<file path="config.mk">
export PLATFORM = sky130hd
export DESIGN_NAME = stereo_frame_sched_flat
export DESIGN_NICKNAME = d
export VERILOG_FILES = /design/src/rtl/stereo_frame_sched_if.sv /design/src/rtl/stereo_frame_sched.sv /design/src/flat_wrapper.sv
export SDC_FILE = /design/constraint.sdc
export NUM_CORES = 1
export LEC_CHECK = 0
export ABC_AREA = 1
export ABC_CLOCK_PERIOD_IN_PS = 3250
export BUFFER_PORTS_ARGS = -buffer_cell sky130_fd_sc_hd__buf_2
export CAP_MARGIN = 10
export CORE_ASPECT_RATIO = 0.8
export CORE_MARGIN = 3
export CORE_UTILIZATION = 30
export DETAILED_ROUTE_END_ITERATION = 7
export PLACE_DENSITY_LB_ADDON = 0.05
export SYNTH_ARGS = -nofsm -noshare
export SYNTH_HDL_FRONTEND = slang
export SYNTH_SLANG_ARGS = --single-unit
</file>
<file path="constraint.sdc">
create_clock -name sysclk -period 3.25 [get_ports sysclk]
set_input_delay 0.325 -clock sysclk [delete_from_list [all_inputs] [get_ports sysclk]]
set_output_delay 0.325 -clock sysclk [all_outputs]
set_load 0.01 [all_outputs]
</file>
<file path="src/rtl/stereo_frame_sched_if.sv">
// Handshake bundle between the stereo scheduler, both cam2ram writers, the calc engine and display logic.
// master = scheduler side; slave = the surrounding writers/engine/display.
interface stereo_frame_sched_if #(
   parameter int MOVE_W = 6
);
   logic [1:0]        vsync;
   logic [1:0]        cap_done;
   logic              calc_done;
   logic [MOVE_W-1:0] move_in;
   logic [1:0]        cap_en;
   logic              calc_start;
   logic              calc_busy;
   logic [MOVE_W-1:0] move_out;
   logic              move_valid;
   logic              err;
   logic [2:0]        state_dbg;

   modport master (
      input  vsync, cap_done, calc_done, move_in,
      output cap_en, calc_start, calc_busy, move_out, move_valid, err, state_dbg
   );

   modport slave (
      output vsync, cap_done, calc_done, move_in,
      input  cap_en, calc_start, calc_busy, move_out, move_valid, err, state_dbg
   );
endinterface

</file>
<file path="src/rtl/stereo_frame_sched.sv">
// Stereo measurement sequencer IDLE->ARM->CAPTURE->CALC->HOLD; MOVE_AVG_EN averages the last 4 moves.
// Latency: vsync pin to ARM 3 clk, 2nd cap_done to calc_start 1 clk, calc_done to move_out 1 clk; pulse inputs, no backpressure.
module stereo_frame_sched #(
   parameter int          MOVE_W      = 6,
   parameter logic [23:0] TIMEOUT     = 24'd2000000,
   parameter int          HOLD_FRAMES = 4
) (
   input logic                  sysclk,
   input logic                  rst_n,
   stereo_frame_sched_if.master bus
);
   typedef enum logic [2:0] {
      IDLE    = 3'd0,
      ARM     = 3'd1,
      CAPTURE = 3'd2,
      CALC    = 3'd3,
      HOLD    = 3'd4
   } state_t;

   localparam int HW = (HOLD_FRAMES > 1) ? $clog2(HOLD_FRAMES) : 1;

   state_t        state, state_nxt;
   logic [1:0]    vs_s1, vs_s2, vs_s3;
   logic [1:0]    vs_fall;
   logic          vs_left_rise;
   logic [1:0]    seen, seen_nxt;
   logic [1:0]    done, done_nxt;
   logic [23:0]   tmo_cnt, tmo_cnt_nxt;
   logic [HW-1:0] hold_cnt, hold_cnt_nxt;
   logic          err_q, err_nxt;
   logic          mv_vld_q;
   logic          accept;
   logic          tmo_hit;
   logic [1:0]    cap_en_c;
   logic          calc_start_c;
   logic          calc_busy_c;

   assign vs_fall      = vs_s3 & ~vs_s2;
   assign vs_left_rise = vs_s2[1] & ~vs_s3[1];

   always_ff @(posedge sysclk) begin
      if (!rst_n) begin
         state    <= IDLE;
         vs_s1    <= '0;
         vs_s2    <= '0;
         vs_s3    <= '0;
         seen     <= '0;
         done     <= '0;
         tmo_cnt  <= '0;
         hold_cnt <= '0;
         err_q    <= 1'b0;
         mv_vld_q <= 1'b0;
      end else begin
         state    <= state_nxt;
         vs_s1    <= bus.vsync;
         vs_s2    <= vs_s1;
         vs_s3    <= vs_s2;
         seen     <= seen_nxt;
         done     <= done_nxt;
         tmo_cnt  <= tmo_cnt_nxt;
         hold_cnt <= hold_cnt_nxt;
         err_q    <= err_nxt;
         if (accept) mv_vld_q <= 1'b1;
      end
   end

   always_comb begin
      state_nxt    = state;
      seen_nxt     = seen;
      done_nxt     = done;
      tmo_cnt_nxt  = tmo_cnt;
      hold_cnt_nxt = hold_cnt;
      err_nxt      = err_q;
      accept       = 1'b0;
      tmo_hit      = 1'b0;
      cap_en_c     = 2'b00;
      calc_start_c = 1'b0;
      calc_busy_c  = 1'b0;
      case (state)
         IDLE: state_nxt = ARM;
         ARM: begin
            seen_nxt = seen | vs_fall;
            if (seen == 2'b11) begin
               state_nxt   = CAPTURE;
               seen_nxt    = 2'b00;
               done_nxt    = 2'b00;
               tmo_cnt_nxt = '0;
            end
         end
         CAPTURE: begin
            cap_en_c    = ~done;
            done_nxt    = done | bus.cap_done;
            tmo_cnt_nxt = tmo_cnt + 24'd1;
            // completing the pair on the last allowed cycle beats the timeout
            if (done_nxt == 2'b11) begin
               state_nxt   = CALC;
               done_nxt    = 2'b00;
               tmo_cnt_nxt = '0;
            end else if (tmo_cnt == TIMEOUT - 24'd1) begin
               tmo_hit = 1'b1;
            end
         end
         CALC: begin
            calc_busy_c  = 1'b1;
            calc_start_c = (tmo_cnt == '0);
            tmo_cnt_nxt  = tmo_cnt + 24'd1;
            if (bus.calc_done) begin
               accept       = 1'b1;
               state_nxt    = HOLD;
               hold_cnt_nxt = '0;
            end else if (tmo_cnt == TIMEOUT - 24'd1) begin
               tmo_hit = 1'b1;
            end
         end
         HOLD: begin
            if (HOLD_FRAMES == 0) begin
               state_nxt = ARM;
            end else if (vs_left_rise) begin
               if (hold_cnt == HW'(HOLD_FRAMES - 1)) begin
                  state_nxt    = ARM;
                  hold_cnt_nxt = '0;
               end else begin
                  hold_cnt_nxt = hold_cnt + 1'b1;
               end
            end
         end
         default: state_nxt = IDLE;
      endcase
      if (tmo_hit) begin
         err_nxt     = 1'b1;
         state_nxt   = ARM;
         done_nxt    = 2'b00;
         tmo_cnt_nxt = '0;
         cap_en_c    = 2'b00;
         calc_busy_c = 1'b0;
      end
   end

   assign bus.cap_en     = cap_en_c;
   assign bus.calc_start = calc_start_c;
   assign bus.calc_busy  = calc_busy_c;
   assign bus.move_valid = mv_vld_q;
   assign bus.err        = err_q;
   assign bus.state_dbg  = state;

`ifdef MOVE_AVG_EN
   logic [MOVE_W-1:0] hist [4];
   logic [MOVE_W+1:0] sum;

   // first result after reset fills every slot so the average starts at that value
   always_ff @(posedge sysclk) begin
      if (!rst_n) begin
         for (int i = 0; i < 4; i++) hist[i] <= '0;
         sum <= '0;
      end else if (accept) begin
         if (!mv_vld_q) begin
            for (int i = 0; i < 4; i++) hist[i] <= bus.move_in;
            sum <= {bus.move_in, 2'b00};
         end else begin
            hist[0] <= bus.move_in;
            hist[1] <= hist[0];
            hist[2] <= hist[1];
            hist[3] <= hist[2];
            sum     <= sum - {2'b00, hist[3]} + {2'b00, bus.move_in};
         end
      end
   end

   assign bus.move_out = sum[MOVE_W+1:2];
`else
   logic [MOVE_W-1:0] move_q;

   always_ff @(posedge sysclk) begin
      if (!rst_n)      move_q <= '0;
      else if (accept) move_q <= bus.move_in;
   end

   assign bus.move_out = move_q;
`endif
endmodule

</file>
<file path="src/flat_wrapper.sv">
// flat-port wrapper written by rule: the top's interface ports become plain ports
module stereo_frame_sched_flat 
#(
   parameter int          MOVE_W      = 6,
   parameter logic [23:0] TIMEOUT     = 24'd2000000,
   parameter int          HOLD_FRAMES = 4
)
  (sysclk, rst_n, bus_vsync, bus_cap_done, bus_calc_done, bus_move_in, bus_cap_en, bus_calc_start, bus_calc_busy, bus_move_out, bus_move_valid, bus_err, bus_state_dbg);
  stereo_frame_sched_if #(.MOVE_W(MOVE_W)) bus_i ();
  input logic sysclk;
  input logic rst_n;
  input wire logic [$bits(bus_i.vsync)-1:0] bus_vsync;
  input wire logic [$bits(bus_i.cap_done)-1:0] bus_cap_done;
  input wire logic [$bits(bus_i.calc_done)-1:0] bus_calc_done;
  input wire logic [$bits(bus_i.move_in)-1:0] bus_move_in;
  output wire logic [$bits(bus_i.cap_en)-1:0] bus_cap_en;
  output wire logic [$bits(bus_i.calc_start)-1:0] bus_calc_start;
  output wire logic [$bits(bus_i.calc_busy)-1:0] bus_calc_busy;
  output wire logic [$bits(bus_i.move_out)-1:0] bus_move_out;
  output wire logic [$bits(bus_i.move_valid)-1:0] bus_move_valid;
  output wire logic [$bits(bus_i.err)-1:0] bus_err;
  output wire logic [$bits(bus_i.state_dbg)-1:0] bus_state_dbg;
  assign bus_i.vsync = bus_vsync;
  assign bus_i.cap_done = bus_cap_done;
  assign bus_i.calc_done = bus_calc_done;
  assign bus_i.move_in = bus_move_in;
  assign bus_cap_en = bus_i.cap_en;
  assign bus_calc_start = bus_i.calc_start;
  assign bus_calc_busy = bus_i.calc_busy;
  assign bus_move_out = bus_i.move_out;
  assign bus_move_valid = bus_i.move_valid;
  assign bus_err = bus_i.err;
  assign bus_state_dbg = bus_i.state_dbg;
  stereo_frame_sched #(.MOVE_W(MOVE_W), .TIMEOUT(TIMEOUT), .HOLD_FRAMES(HOLD_FRAMES)) u_core (.sysclk(sysclk), .rst_n(rst_n), .bus(bus_i));
endmodule
</file>
; Word level (Yosys, flattened, before mapping)
; Index checks and enable logic that the tools add are counted.
[totals]
word_cells = 80
ff_bits = 47
out_inout_bits = 15
[classes]
n_eq_ne = 18
n_mux = 29
n_addsub = 2
n_reduce_logical = 11
n_bitwise = 8
[op_table]
columns = operator, count
row1 = $pmux 24 s3, 1
row2 = $mux 24, 2
row3 = $add 24x1->24 const B, 1
row4 = $eq 24x21->1 const B, 1
row5 = $logic_not 24->1, 1
row6 = $mux 2, 8
row7 = $mux 3, 5
row8 = $pmux 3 s5, 1
row9 = $ne 3x1->1 const B, 4
row10 = $reduce_and 5->1, 2
row11 = $mux 1, 9
row12 = $ne 2x1->1 const B, 4
row13 = $pmux 2 s2, 2
row14 = $eq 2x2->1 const B, 3
row15 = $eq 3x2->1 const B, 2
row16 = $not 2->2, 2
row17 = $or 2x2->2, 2
row18 = $reduce_and 2->1, 2
row19 = $reduce_bool 2->1, 2
row20 = $eq 3x1->1 const B, 1
row21 = $eq 3x3->1 const B, 1
row22 = $logic_not 3->1, 1
row23 = $ne 3x2->1 const B, 1
row24 = $reduce_and 3->1, 1
row25 = other kinds (8), 9

; Logic depth before layout (Yosys ltp)
; Gate-level depths: netlist of the first run.
[logic_depth]
ltp_word = 6
ltp_mapped = 11

; Worst setup path after synthesis of the first run
; Ideal clock, no wire load.
[synth_path]
kind = register -> output
start = register u_core.state[1], in the netlist u_core.bus.state_dbg[1]
end = output bus_calc_start
arrival_ns = 1.236
stages_incl_launch_ff = 6
path_slack_ns = 1.689
cell_sequence = dfxtp_1 nand2_1 nor2_1 buf_4 nand4_1 nor3_1
[synth_between]
elab_chain_cells = 2
[synth_rtl]
columns = element, line_no
row1 = "start, declared", stereo_frame_sched.sv:22  ; state_t state, state_nxt;
row2 = "start signal, assigned", stereo_frame_sched.sv:54  ; state <= state_nxt;
row3 = $eq 3x2->1, stereo_frame_sched.sv:79  ; case (state)
row4 = $mux 1, stereo_frame_sched.sv:79
row5 = "end, declared", flat_wrapper.sv:17  ; output wire logic [$bits(bus_i.calc_start)-1:0] bus_calc_start;
; Every way passes these cells.

; Final worst setup path of the first run
[layout_path]
start = register u_core.state[1], in the netlist u_core.bus.state_dbg[1]
end = output bus_calc_busy
[layout_between]
elab_chain_cells = 3
word_cells_on_any_way = 5
classes_between = eq/ne: 2 / mux: 3
[layout_rtl]
columns = element, line_no
row1 = $eq 3x2->1, stereo_frame_sched.sv:79
row2 = $pmux 1 s2 / $mux 1 (equally long branches), stereo_frame_sched.sv:79
row3 = $mux 1 *, stereo_frame_sched.sv:129  ; if (tmo_hit) begin
row4 = "end, declared", flat_wrapper.sv:18  ; output wire logic [$bits(bus_i.calc_busy)-1:0] bus_calc_busy;
; Mark *: on every way between the ends. The rest lies on a longest branch, timed or not.

==> results of run 1 <==
[metrics by stage]
step                instances  hold WS, ps  total power [mW]  utilization [%]
finish                    490          197              1.58             36.6
global route              490          200              1.71             36.6
CTS                       490          183              1.62             36.6
detailed placement        482          397              1.09             34.9
global placement          482          394              1.09             34.9
floorplan                 355          390             0.974                -
[cells by family (layout without fill, tap and decap cells)]
family                   count (synthesis)  count (layout)
buffers and inverters                   52              82
XOR/XNOR                                15              15
adder cells (fa/ha/maj)                  3               3
flip-flops                              47              47
AO/OA/AOI/OAI                           24              24
AND/OR/NAND/NOR                        214             214
[per-layer routing]
metal / vias up / global-route usage, %
li1: 1185 / -
met1: 976 / 21.5
met2: 55 / 19.7
met3: 7 / 2.76
met4: 0 / 3.83
met5: - / 0
[final timing paths]
path | cells past startpoint | startpoint | end | slack (ps)
max | 8 | u_core.bus.state_dbg[1] | bus_calc_busy | 750
min | 3 | bus_vsync[1] | u_core.vs_s1[1] | 200
max reg2reg | 9 | u_core.bus.state_dbg[1] | u_core.tmo_cnt[22] | 1110
min reg2reg | 2 | u_core.vs_s1[1] | u_core.vs_s2[1] | 420
[synthesized netlist by cell type, types with 4 or more instances]
cell type,count
xnor2_1,4
nor4_1,4
nor2_4,4
nand2_1,76
dfxtp_1,47
nor2_1,69
a21oi_1,16
nand3_1,36
nand4_1,10
inv_1,45
xor2_1,11
[cell type report]
cell class | count | area, sq um
fillers | 855 | 4840
multi-input cells | 256 | 1280
flip-flops and latches | 47 | 941
inverters | 47 | 179
repair buffers | 27 | 135
well taps | 105 | 131
clock buffers | 6 | 72.6
clock inverters | 2 | 60.1
[cell usage in the layout, fill, tap and decap left out, types with 2 or more instances in the layout]
cell / Yosys / layout
nor2_4: 4 / 4
nand2_1: 76 / 76
o21ai_0: 3 / 3
or2_2: 2 / 2
dfxtp_1: 47 / 47
a31oi_1: 2 / 2
ha_1: 3 / 3
clkbuf_8: 0 / 5
xnor2_1: 4 / 4
a21oi_1: 16 / 16
nand4_1: 10 / 10
bufinv_16: 0 / 2
inv_1: 45 / 45
nand2_2: 3 / 3
nor4_1: 4 / 4
nand2_4: 3 / 3
buf_2: 2 / 27
xor2_1: 11 / 11
nor2_1: 69 / 69
nor3_1: 3 / 3
nand3_1: 36 / 36
[report_power, final]
part	total (mW)	internal, mW	switching (mW)	leakage (nW)
registers	0.643	0.608	0.0356	0.380
logic	0.422	0.127	0.295	0.757
clock network	0.516	0.308	0.208	0.0654
total	1.58	1.04	0.539	1.20
[state kept, by name, summed over array words and instances, names as in the netlist]
register,flops
u_core.bus.err,1
u_core.bus.move_out,6
u_core.bus.move_valid,1
u_core.bus.state_dbg,3
u_core.done,2
u_core.hold_cnt,2
u_core.seen,2
u_core.tmo_cnt,24
u_core.vs_s1,2
u_core.vs_s2,2
u_core.vs_s3,2
[worst reg2reg max path, cell delays in order (launching register included)]
cell	delay, ps
dfxtp_1	470
nand2_1	80
nor2_1	620
nand2_1	140
nand2_2	150
nand2_2	70
nor2_4	130
nor2_4	80
nand2_4	200
nor2_1	90
==> metrics, run 1 <==
outcome=complete, no violations; row cnt=28; Final Hold Fails=0; grt ovf=0; DRC violation count after routing=0; Mapped Area=~0.0024 sq mm; vias post-DR=between 2000 and 2500; largest net degree at the start of global routing=19; synth warn=0; Tmin final=2500 ps; Syn Inst Count=355; core area=0.00764 sq mm; Initial Util=a little under a third; # setup viols final=0; design area=around 0.0028 sq mm; number of synthesized flops with an enable pin=0; DP HPWL=roughly 4.7 mm; Crit path buffers/inverters=1; Hold Path Class=in -> reg; post-synthesis mux area share=0%; CTS tree=built; die height=86.5 um; post-synthesis simple-gate area fraction=40.3%; Mapped Nets=approximately 370; Post-CTS Resized=0; layout cells sized above 1=between 10% and 20%; #FFs+latches synth=47; # IOs=28; P_leak=between 1 and 1.5 nW; met3 routed wirelength=between 200 and 300 um; Critical Path AT=~2200 ps; worst setup path class=reg -> out; CTS Buffer Depth=2; Setup Skew=roughly 7.1 ps; max-capacitance violation count=0; CTS buffer count=5; Slew @ Worst Pin=a little over 800 ps; post-synth cell types=31; DP Worst Slack=1030 ps; clock sinks=between 40 and 50; global-route wire length before repair=slightly above 10 mm; pwr dens=between 500 and 600 mW/mm^2; worst path cell trace=nand2_1 > nor2_1 > nand2_1 > nand2_2 > nand2_2 > nor2_4 > nor2_1 > buf_2; metal2 WL=approximately 2.4 mm; area grow syn2layout=15.1%; PortBufs=27; clk_lat worst skew=approximately 300 ps; post-synthesis average cell area=between 6 and 7 sq um; Slew Limit Fails=0; CP max-delay cell=nor2_1; Placer Congestion=0.850; Die ar.=between 0.009 and 0.01 sq mm; gr usage total=14.0%; max_slew headroom=a little under half; crit-path max cell delay=between 600 and 700 ps; Synth area leader=dfxtp_1; Routed WL per cell=between 10 and 15 um; Yosys top cell area share=about 39%; H-tree depth=2; Setup Buffers After CTS=0; critical path launch point type=flip-flop; hold_buf cts=0; top cells by area, synth=dfxtp_1 39%, nand2_1 12%, nor2_1 11%; Synth Area in Compound Gates=under 10%; crit share post-route=76.9%; RSZ-0062 raised after global routing=no; Max Freq=between 300 and 400 MHz; Root Buffer=clkbuf_8; area post-placement=0.00266 sq mm; final WL=6.11 mm; Most used DFF post-synth=dfxtp_1; family with the most delay on the worst path=simple AND/OR/NAND/NOR gates; Die Wd=about 110 um; Critical Path RT=slightly below 3000 ps; DR iter-0 viols=approximately 120; crit-path max FO=12; number of vias per cell=around 4.5; highest metal used=met4; nets@finish=400; vias in the first global route=2069; 1st-pass router iterations=4; post-synthesis sequential area ratio=approximately two fifths; Synth Area in Adders=1.54%; ys async rst share=0%; diode count=0; largest family of logic cells by synthesized area=simple AND/OR/NAND/NOR gates; clk slew on worst S/H paths=about 90 ps; peak supply drop=0.222 mV; CP Capture Type=output pin; post-route antenna net violation count=0; Routed met1 length=approximately 3.3 mm; setup_tns=0 ps; XOR/XNOR share of the synthesized area=~5.4%; setup ws final=750 ps; initial antenna violation count=0
No activity file was read; power rests on OpenSTA's default activity.
==> inputs of run 2 (changes only) <==
ABC_CLOCK_PERIOD_IN_PS = 2500   (was 3250)
clock period = 2.5 ns   (was 3.25 ns; I/O delays follow)
==> metrics, run 2 (synthesis gave the netlist of run 1 again) <==
critical path launch point type=flip-flop; die height=86.5 um (unchanged); CTS buffer count=5 (unchanged); area post-placement=0.00267 sq mm (+0.28%); CTS tree=built; Hold Path Class=in -> reg; # IOs=28 (unchanged); CP max-delay cell=dfxtp_1; vias in the first global route=2066 (-0.14%); highest metal used=met4; crit-path max cell delay=490 ps (-130 ps); Die Wd=107 um (unchanged); post-route antenna net violation count=0 (unchanged); clock sinks=47 (unchanged); PortBufs=27 (unchanged); Crit path buffers/inverters=2 (+1); H-tree depth=2 (unchanged); Clk pwr share=24.4% (-8.2 points); commonest non-fill, non-tap cell in the layout=nand2_1; family with the most delay on the worst path=simple AND/OR/NAND/NOR gates; number of vias per cell=4.44 (-2.2%); setup ws final=392 ps (-358 ps); P_sw=701 uW (+30%); Gate power share=30.3% (+3.6 points); peak supply drop=0.247 mV (+12%); DRC violation count after routing=0 (unchanged); Placer Congestion=0.825 (-2.9%); Critical Path AT=1860 ps (-320 ps); largest net degree at the start of global routing=19 (unchanged); P_leak=1.19 nW (-1.0%); vias post-DR=2179 (-2.0%); outcome=complete, no violations; Post-CTS Resized=0 (unchanged); hold_buf cts=0 (unchanged); Max Freq=474 MHz; Routed WL per cell=12.4 um (-0.27%); clk slew on worst S/H paths=90 ps (about the same); DR iter-0 viols=210 (+78%); Initial Util=31.8% (unchanged); global-route wire length before repair=10.2 mm (-0.67%); Flop pwr share=45.3% (+4.6 points); DP Worst Slack=682 ps (-353 ps); crit share post-route=a little over four fifths; CP Capture Type=output pin; Routed met1 length=3.44 mm (+2.8%); Net Sw Frac=37.9% (+3.8 points); DP HPWL=4.72 mm (+0.66%); worst path cell trace=nand2_1 > nor2_1 > buf_4 > nand2_1 > nand2_2 > nand2_2 > nor2_4 > nor2_1 > buf_2; core area=0.00764 sq mm (unchanged); Setup Skew=9.18 ps (+2.08 ps); CTS Buffer Depth=2 (unchanged); design area=0.00276 sq mm (-1.5%); Reg with most FFs=u_core.tmo_cnt; Final Hold Fails=0 (unchanged); met3 routed wirelength=329 um (+13%); RSZ-0062 raised after global routing=no; worst setup path class=reg -> out; Final Util=36.1% (-0.54 points); crit-path max FO=10 (-2); Setup Buffers After CTS=0 (unchanged); 1st-pass router iterations=4 (unchanged); Filler Cell Count=862 (+0.82%); setup_tns=0 ps (unchanged); gr usage total=14.0% (-0.038 points); diode count=0 (unchanged); min-delay src=bus_vsync[1]; max reg flops=24 (unchanged); Critical path origin=u_core.bus.state_dbg[1]; pwr dens=672 mW/mm^2 (+19%); max-capacitance violation count=0 (unchanged); row cnt=28 (unchanged); area grow syn2layout=13.4%; Slew @ Worst Pin=405 ps (-411 ps); Root Buffer=clkbuf_8; initial antenna violation count=0 (unchanged); metal2 WL=2.31 mm (-4.7%); internal power=1.15 mW (+10%); Tmin final=between 2000 and 2500 ps; Die ar.=0.00922 sq mm (unchanged); # setup viols final=0 (unchanged); max_slew headroom=72.8% (+27 points); Critical Path RT=2250 ps (-670 ps); grt ovf=0 (unchanged); clk_lat worst skew=300 ps (about the same); final WL=6.11 mm (about the same); worst reg2reg startpoint=u_core.bus.state_dbg[1]; layout cells sized above 1=13.5% (+0.48 points); most frequent cells in the layout=76 x nand2_1, 69 x nor2_1, 47 x dfxtp_1; Slew Limit Fails=0 (unchanged); nets@finish=401 (+0.25%)
==> run 2: cell count changes in the layout (fill, tap and decap cells not counted) <==
cell / previous run / this run
buf_4: 0 / 1
bufinv_16: 2 / 0
clkinv_2: 0 / 3
clkbuf_1: 1 / 0
==> run 2: layout make-up <==
class | count | area [sq um] | area share [%]
repair buffers | 28 | 143 | 5.18
clock inverters | 3 | 15.0 | 0.545
clock buffers | 5 | 68.8 | 2.50
well taps | 105 | 131 | 4.77
multi-input cells | 256 | 1280 | 46.4
inverters | 47 | 179 | 6.49
flip-flops and latches | 47 | 941 | 34.2
==> run 2: per-layer routing <==
metal / GRT usage, % / up-vias
met4: 3.14 / 0
met2: 19.0 / 47
met1: 22.0 / 948
li1: - / 1182
met5: 0 / -
met3: 3.13 / 2
==> run 2: tightest hold or removal path: stages <==
cell	delay [ps]
buf_2	70
nand2_1	40
inv_1	40
==> run 2: power groups by stage <==
| stage | Sequential (mW) | Clock (mW) | Combinational [mW] |
|---|---|---|---|
| floorplan | 0.857 | 0 | 0.409 |
| global placement | 0.854 | 0 | 0.574 |
| detailed placement | 0.857 | 0 | 0.567 |
| CTS | 0.839 | 0.479 | 0.570 |
| global route | 0.849 | 0.503 | 0.627 |
| finish | 0.839 | 0.452 | 0.561 |
==> run 2: metrics by stage <==
stage,hold WS (ps),total power [mW],std cells
after global routing,145,1.98,491
after detailed placement,400,1.42,483
after floorplan,348,1.27,355
final,127,1.85,491
after CTS,116,1.89,491
after global placement,394,1.43,483
==> run 2: path summary, 6_finish.rpt <==
check	to	slack [ps]	cells after the start
max	bus_calc_busy	390	9
min reg2reg	u_core.vs_s2[1]	420	2
min	u_core.vs_s1[1]	130	3
max reg2reg	u_core.tmo_cnt[6]	670	10
